`src/rtl/cu_fsm_pkg.sv`:
```
// Shared types and encodings for the multi-cycle control unit: state enum,
// ALU operation codes, RV32 opcode constants and datapath select encodings.
package cu_fsm_pkg;

    typedef enum logic [2:0] {
        FETCH     = 3'd0,
        DECODE    = 3'd1,
        EXECUTE   = 3'd2,
        MEM       = 3'd3,
        WRITEBACK = 3'd4,
        HALT      = 3'd5
    } state_t;

    // Codes 0-7 line up with funct3 and bit 3 with ir[30], so R-type decode is a bit copy
    typedef enum logic [3:0] {
        ADD  = 4'd0,
        SLL  = 4'd1,
        SLT  = 4'd2,
        SLTU = 4'd3,
        XOR  = 4'd4,
        SRL  = 4'd5,
        OR   = 4'd6,
        AND  = 4'd7,
        SUB  = 4'd8,
        LUI  = 4'd9,
        SRA  = 4'd13
    } e_alu_op;

    localparam logic [6:0] OPC_OP     = 7'b0110011;
    localparam logic [6:0] OPC_OPIMM  = 7'b0010011;
    localparam logic [6:0] OPC_LOAD   = 7'b0000011;
    localparam logic [6:0] OPC_STORE  = 7'b0100011;
    localparam logic [6:0] OPC_AUIPC  = 7'b0010111;
    localparam logic [6:0] OPC_LUI    = 7'b0110111;
    localparam logic [6:0] OPC_JAL    = 7'b1101111;
    localparam logic [6:0] OPC_BRANCH = 7'b1100011;

    localparam logic [1:0] SRC_A_RS1 = 2'd0;
    localparam logic [1:0] SRC_A_PC  = 2'd1;
    localparam logic [1:0] SRC_A_IMM = 2'd2;

    localparam logic SRC_B_RS2 = 1'b0;
    localparam logic SRC_B_IMM = 1'b1;

    localparam logic ADDR_PC  = 1'b0;
    localparam logic ADDR_ALU = 1'b1;

    localparam logic WB_ALU = 1'b0;
    localparam logic WB_MEM = 1'b1;

    localparam logic PC_PLUS4 = 1'b0;
    localparam logic PC_ALU   = 1'b1;

endpackage

```
`src/rtl/cu_fsm_alu_op_dec.sv`:
```
// Combinational instruction decode: maps ir to the ALU operation and flags
// encodings this control unit does not support.
module alu_op_dec
    import cu_fsm_pkg::*;
(
    input  logic [31:0] ir,
    output logic [3:0]  alu_op,
    output logic        legal
);

    logic [6:0] opcode;
    logic [2:0] funct3;
    logic [6:0] funct7;
    logic       unused_ir_fields;

    assign opcode = ir[6:0];
    assign funct3 = ir[14:12];
    assign funct7 = ir[31:25];
    assign unused_ir_fields = ^{ir[24:15], ir[11:7]};

    always_comb begin
        alu_op = ADD;
        legal  = 1'b1;
        case (opcode)
            OPC_OP: begin
                alu_op = {ir[30], funct3};
                legal  = (funct7 == 7'b0000000) ||
                         ((funct7 == 7'b0100000) && ((funct3 == 3'b000) || (funct3 == 3'b101)));
            end
            // Only shifts use ir[30] in I-type; elsewhere it is immediate data
            OPC_OPIMM: alu_op = (funct3 == 3'b101) ? {ir[30], funct3} : {1'b0, funct3};
            OPC_LOAD, OPC_STORE, OPC_AUIPC, OPC_JAL, OPC_BRANCH: alu_op = ADD;
            OPC_LUI:   alu_op = LUI;
            default:   legal  = 1'b0;
        endcase
    end

endmodule

```
`src/rtl/cu_fsm.sv`:
```
// Multi-cycle RV32 control unit FSM (FETCH/DECODE/EXECUTE/MEM/WRITEBACK).
// Define ILLEGAL_TRAP_EN to trap illegal instructions into HALT; otherwise they retire as NOPs.
module cu_fsm
    import cu_fsm_pkg::*;
#(
    parameter state_t RESET_STATE = FETCH
) (
    input  logic        clk,
    input  logic        rst,
    input  logic [31:0] ir,
    input  logic        mem_ack,
    input  logic        br_cond,
    output logic        mem_req,
    output logic        mem_we,
    output logic        addr_sel,
    output logic        ir_we,
    output logic [3:0]  alu_op,
    output logic [1:0]  src_a_sel,
    output logic        src_b_sel,
    output logic        rf_we,
    output logic        wb_sel,
    output logic        pc_we,
    output logic        pc_sel,
    output logic        illegal
);

    state_t     state_reg, state_next;
    logic [6:0] opcode;
    logic [3:0] dec_alu_op;
    logic       dec_legal;

    assign opcode = ir[6:0];

    alu_op_dec u_alu_op_dec (
        .ir     (ir),
        .alu_op (dec_alu_op),
        .legal  (dec_legal)
    );

    always_ff @(posedge clk or posedge rst) begin
        if (rst) state_reg <= RESET_STATE;
        else     state_reg <= state_next;
    end

`ifdef ILLEGAL_TRAP_EN
    logic illegal_reg;

    always_ff @(posedge clk or posedge rst) begin
        if (rst)                                     illegal_reg <= 1'b0;
        else if ((state_reg == DECODE) && !dec_legal) illegal_reg <= 1'b1;
    end

    assign illegal = illegal_reg;
`else
    assign illegal = 1'b0;
`endif

    always_comb begin
        state_next = state_reg;
        case (state_reg)
            FETCH:     if (mem_ack) state_next = DECODE;
`ifdef ILLEGAL_TRAP_EN
            DECODE:    state_next = dec_legal ? EXECUTE : HALT;
            HALT:      state_next = HALT;
`else
            DECODE:    state_next = dec_legal ? EXECUTE : FETCH;
`endif
            EXECUTE: begin
                case (opcode)
                    OPC_LOAD, OPC_STORE: state_next = MEM;
                    OPC_BRANCH:          state_next = FETCH;
                    default:             state_next = WRITEBACK;
                endcase
            end
            MEM:       if (mem_ack) state_next = (opcode == OPC_STORE) ? FETCH : WRITEBACK;
            WRITEBACK: state_next = FETCH;
            default:   state_next = FETCH;
        endcase
    end

    always_comb begin
        mem_req   = 1'b0;
        mem_we    = 1'b0;
        addr_sel  = ADDR_PC;
        ir_we     = 1'b0;
        alu_op    = ADD;
        src_a_sel = SRC_A_RS1;
        src_b_sel = SRC_B_RS2;
        rf_we     = 1'b0;
        wb_sel    = WB_ALU;
        pc_we     = 1'b0;
        pc_sel    = PC_PLUS4;
        case (state_reg)
            FETCH: begin
                mem_req = 1'b1;
                ir_we   = mem_ack;
            end
            DECODE: begin
`ifndef ILLEGAL_TRAP_EN
                // Unsupported encoding retires as a NOP: step past it
                pc_we = !dec_legal;
`endif
            end
            EXECUTE: begin
                alu_op = dec_alu_op;
                case (opcode)
                    OPC_OPIMM, OPC_LOAD, OPC_STORE: src_b_sel = SRC_B_IMM;
                    OPC_LUI: src_a_sel = SRC_A_IMM;
                    OPC_AUIPC, OPC_JAL: begin
                        src_a_sel = SRC_A_PC;
                        src_b_sel = SRC_B_IMM;
                    end
                    OPC_BRANCH: begin
                        src_a_sel = SRC_A_PC;
                        src_b_sel = SRC_B_IMM;
                        pc_we     = 1'b1;
                        pc_sel    = br_cond;
                    end
                    default: ;
                endcase
            end
            MEM: begin
                mem_req  = 1'b1;
                addr_sel = ADDR_ALU;
                mem_we   = (opcode == OPC_STORE);
                pc_we    = mem_ack && (opcode == OPC_STORE);
            end
            WRITEBACK: begin
                rf_we  = 1'b1;
                wb_sel = (opcode == OPC_LOAD) ? WB_MEM : WB_ALU;
                if (opcode == OPC_JAL) begin
                    pc_we  = 1'b1;
                    pc_sel = PC_ALU;
                end
            end
            default: ;
        endcase
    end

endmodule

```
`config.mk`:
```
export PLATFORM = sky130hd
export DESIGN_NAME = cu_fsm
export DESIGN_NICKNAME = d
export VERILOG_FILES = /design/src/rtl/cu_fsm_pkg.sv /design/src/rtl/cu_fsm_alu_op_dec.sv /design/src/rtl/cu_fsm.sv
export SDC_FILE = /design/constraint.sdc
export NUM_CORES = 1
export LEC_CHECK = 0
export ABC_AREA = 1
export ABC_CLOCK_PERIOD_IN_PS = 1800
export CAP_MARGIN = 5
export CORE_MARGIN = 1
export CORE_UTILIZATION = 30
export DETAILED_ROUTE_END_ITERATION = 10
export PLACE_DENSITY = 0.81
export SLEW_MARGIN = 20
export SYNTH_ARGS = -nofsm -noshare
export SYNTH_HDL_FRONTEND = slang
export SYNTH_SLANG_ARGS = --single-unit
export TNS_END_PERCENT = 5
```
`constraint.sdc`:
```
create_clock -name clk -period 1.8 [get_ports clk]
set_clock_uncertainty 0.1 [all_clocks]
set_input_delay 0.36 -clock clk [delete_from_list [all_inputs] [get_ports clk]]
set_output_delay 0.36 -clock clk [all_outputs]
set_load 0.02 [all_outputs]
```
==> results of run 1 <==
synthesized netlist by cell type (2+ instances only):
| library cell | count | area, sq um |
|---|---|---|
| nand4_1 | 3 | 18.8 |
| nand2_2 | 4 | 25.0 |
| inv_2 | 5 | 18.8 |
| dfrtp_1 | 3 | 75.1 |
| nor2_1 | 14 | 52.6 |
| nand2_1 | 22 | 82.6 |
| nand3_1 | 11 | 55.1 |
| nor2_2 | 2 | 12.5 |
| a21oi_1 | 4 | 20.0 |
| nor3_1 | 3 | 15.0 |
| nor2_4 | 2 | 22.5 |
| inv_1 | 17 | 63.8 |
critical path, stage by stage, from the launching register on:
cell     delay (ns)
dfrtp_1        0.36
inv_2          0.06
nor3_4         0.24
buf_6          0.14
nand3_2        0.08
nand2_2        0.08
a21oi_2        0.04
o21ai_2        0.07
buf_6          0.14
area by class of cell:
| cell class | instances | area, sq um | share of cell area |
|---|---|---|---|
| clock buffer | 4 | 26.3 | 0.0207 |
| inverter | 22 | 87.6 | 0.0690 |
| multi-input combinational | 75 | 513 | 0.404 |
| sequential | 3 | 75.1 | 0.0592 |
| tap | 25 | 31.3 | 0.0247 |
| timing repair buffer | 65 | 536 | 0.422 |
layer usage:
layer / GRT usage / up-vias / wire length [microns]
met2: 0.541 / 36 / 1420
met1: 0.326 / 464 / 1090
met4: 0.109 / 0 / 55
met3: 0.0320 / 10 / 123
li1: - / 451 / -
met5: 0 / - / 0
per-stage QoR:
step / util / hold WS [ns] / worst slack (ns) / power (mW)
after floorplan: - / 0.0136 / -0.0304 / 0.138
after global placement: 0.626 / 0.432 / -0.818 / 0.222
after detailed placement: 0.626 / 0.450 / -0.869 / 0.228
after CTS: 0.727 / 0.192 / -0.0760 / 0.380
after global routing: 0.743 / 0.210 / -0.182 / 0.408
final: 0.743 / 0.193 / -0.122 / 0.395
where the power goes:
part	total, mW	internal (mW)	switching [mW]
clock network	0.132	0.0839	0.0482
registers	0.0751	0.0708	0.00434
logic	0.187	0.0916	0.0959
total	0.395	0.246	0.148
path summary, 6_finish.rpt:
path / from / depth (start not counted) / endpoint
max: state_reg[1] / 8 / pc_we
min: rst / 2 / state_reg[1]
max reg2reg: state_reg[1] / 8 / state_reg[0]
min reg2reg: state_reg[0] / 4 / state_reg[1]
max in group asynchronous: rst / 2 / state_reg[0]
min in group clk: ir[4] / 8 / state_reg[1]
kinds of logic after synthesis:
group,after synthesis
buffers and inverters,23
AO/OA/AOI/OAI,9
AND/OR/NAND/NOR,65
flip-flops,3
other,1
repair_timing:
item                                    in CTS  in global routing
endpoints found under the setup margin      15                 14
gates resized for setup                    145                  5
hold buffers                                 0                  0
setup buffers                               10                  1
pin swaps                                   19                 10
==> metrics.yaml, run 1 <==
die:
  dieArea_sq_um: 2000
  die_h_microns: 44.7
  coreArea_sq_um: 1710
  placement_rows: 15
  initial_core_util: 0.320
  ios: 52
  fp.dieW_microns: 44.7
detailed_routing:
  viasPerCell: 4.95
  drtPass1Iterations: 4
  ant_nets: 0
  wl_microns: 2680
  drtIter0Drc: 38
  routedWlPerCell_microns: 13.8
  num_vias: 961
  drc: 0
clock_network:
  insertion_delay_ns: 0.25
  cts_max_level: 1
  clkSinkCount: 3
  cts_tree: "yes"
  numCtsBuffers: 3
  cts-root-buf: "clkbuf_4"
  cts.path.max_buffers: 2
  clk_pin_slew_ns: 0.04
finish:
  largest_register_ffs: 3
  syn2layout_area_growth_pct: 132
  layout.nets: 206
  postLayoutCellArea_sq_um: 1270
  num_antenna_cells: 0
  fin_cells: 194
  final_cell_mix: "buf_4 (32), nand2_1 (17), inv_1 (15)"
  n_fill_cell: 122
  drive_gt1_frac: 0.562
  final_common_cell: "buf_4"
synth:
  synth_compound_area_frac: 0.105
  yosys.area_share.simple: 0.586
  ys_types: 23
  muxShareOfSynthArea: 0
  synth_area_sq_um: 547
  synthArstFlopShare: 1.00
  syn_area_per_cell_sq_um: 5.41
  yosysWarnings: 0
  synth_top_family_by_area: "simple AND/OR/NAND/NOR gates"
  syn_inst: 101
  synth-seq-area-share: 0.137
  synth_fa_ha_area_frac: 0
  synth-xor-area-share: 0
  synth-edff-count: 0
  ys_ff_latch: 3
  syn-num-nets: 137
  ys.flop_type: "dfrtp_1"
critical_path:
  arrival_ns: 1.46
  reg2reg_slack_ns: 0.31
  cp_max_fo: 3
  start_kind: "register"
  path_class: "register to primary output"
  worstPathRequired_ns: 1.34
  end_kind: "primary output"
placement:
  dp.cells: 179
  dp_hpwl_microns: 1680
  portBuffers: 35
  place_congestion: 0.844
  dpl_cell_area_sq_um: 1070
power:
  ir_drop_uv: 207
  leakagePower_nw: 0.650
  p_per_area_nw_per_um2: 311
grt:
  grt_overflow: 0
  antenna_found_initial: 0
  first_global_vias: 932
  grt_pass1_wl_microns: 4130
  grtUsageTotal: 0.286
  grt_max_degree: 7
outcome:
  violations: "setup timing"
  status: "finished, violations left"
sta:
  hold_viol_final: 0
  rsz0062_at_grt: "yes"
  fin_crit_sh: 1.07
  fmax_mhz: 520
  finalSetupTns_ns: -0.860
  period_needed_ns: 1.92
  setup_violations: 14
  fin_ws_ns: -0.122
  final_max_slew_viol_count: 0
job:
  max_cap_viol_count: 0
worst_hold_path:
  hold_path.class: "input port to asynchronous set/reset pin"
(Power assumes the default switching activity.)
==> run 2, diff against run 1 <==
CTS_CLUSTER_SIZE = 16   (was unset)
==> results of run 2 <==
Same layout as run 1: the final DEF is identical, and so are final timing and power.
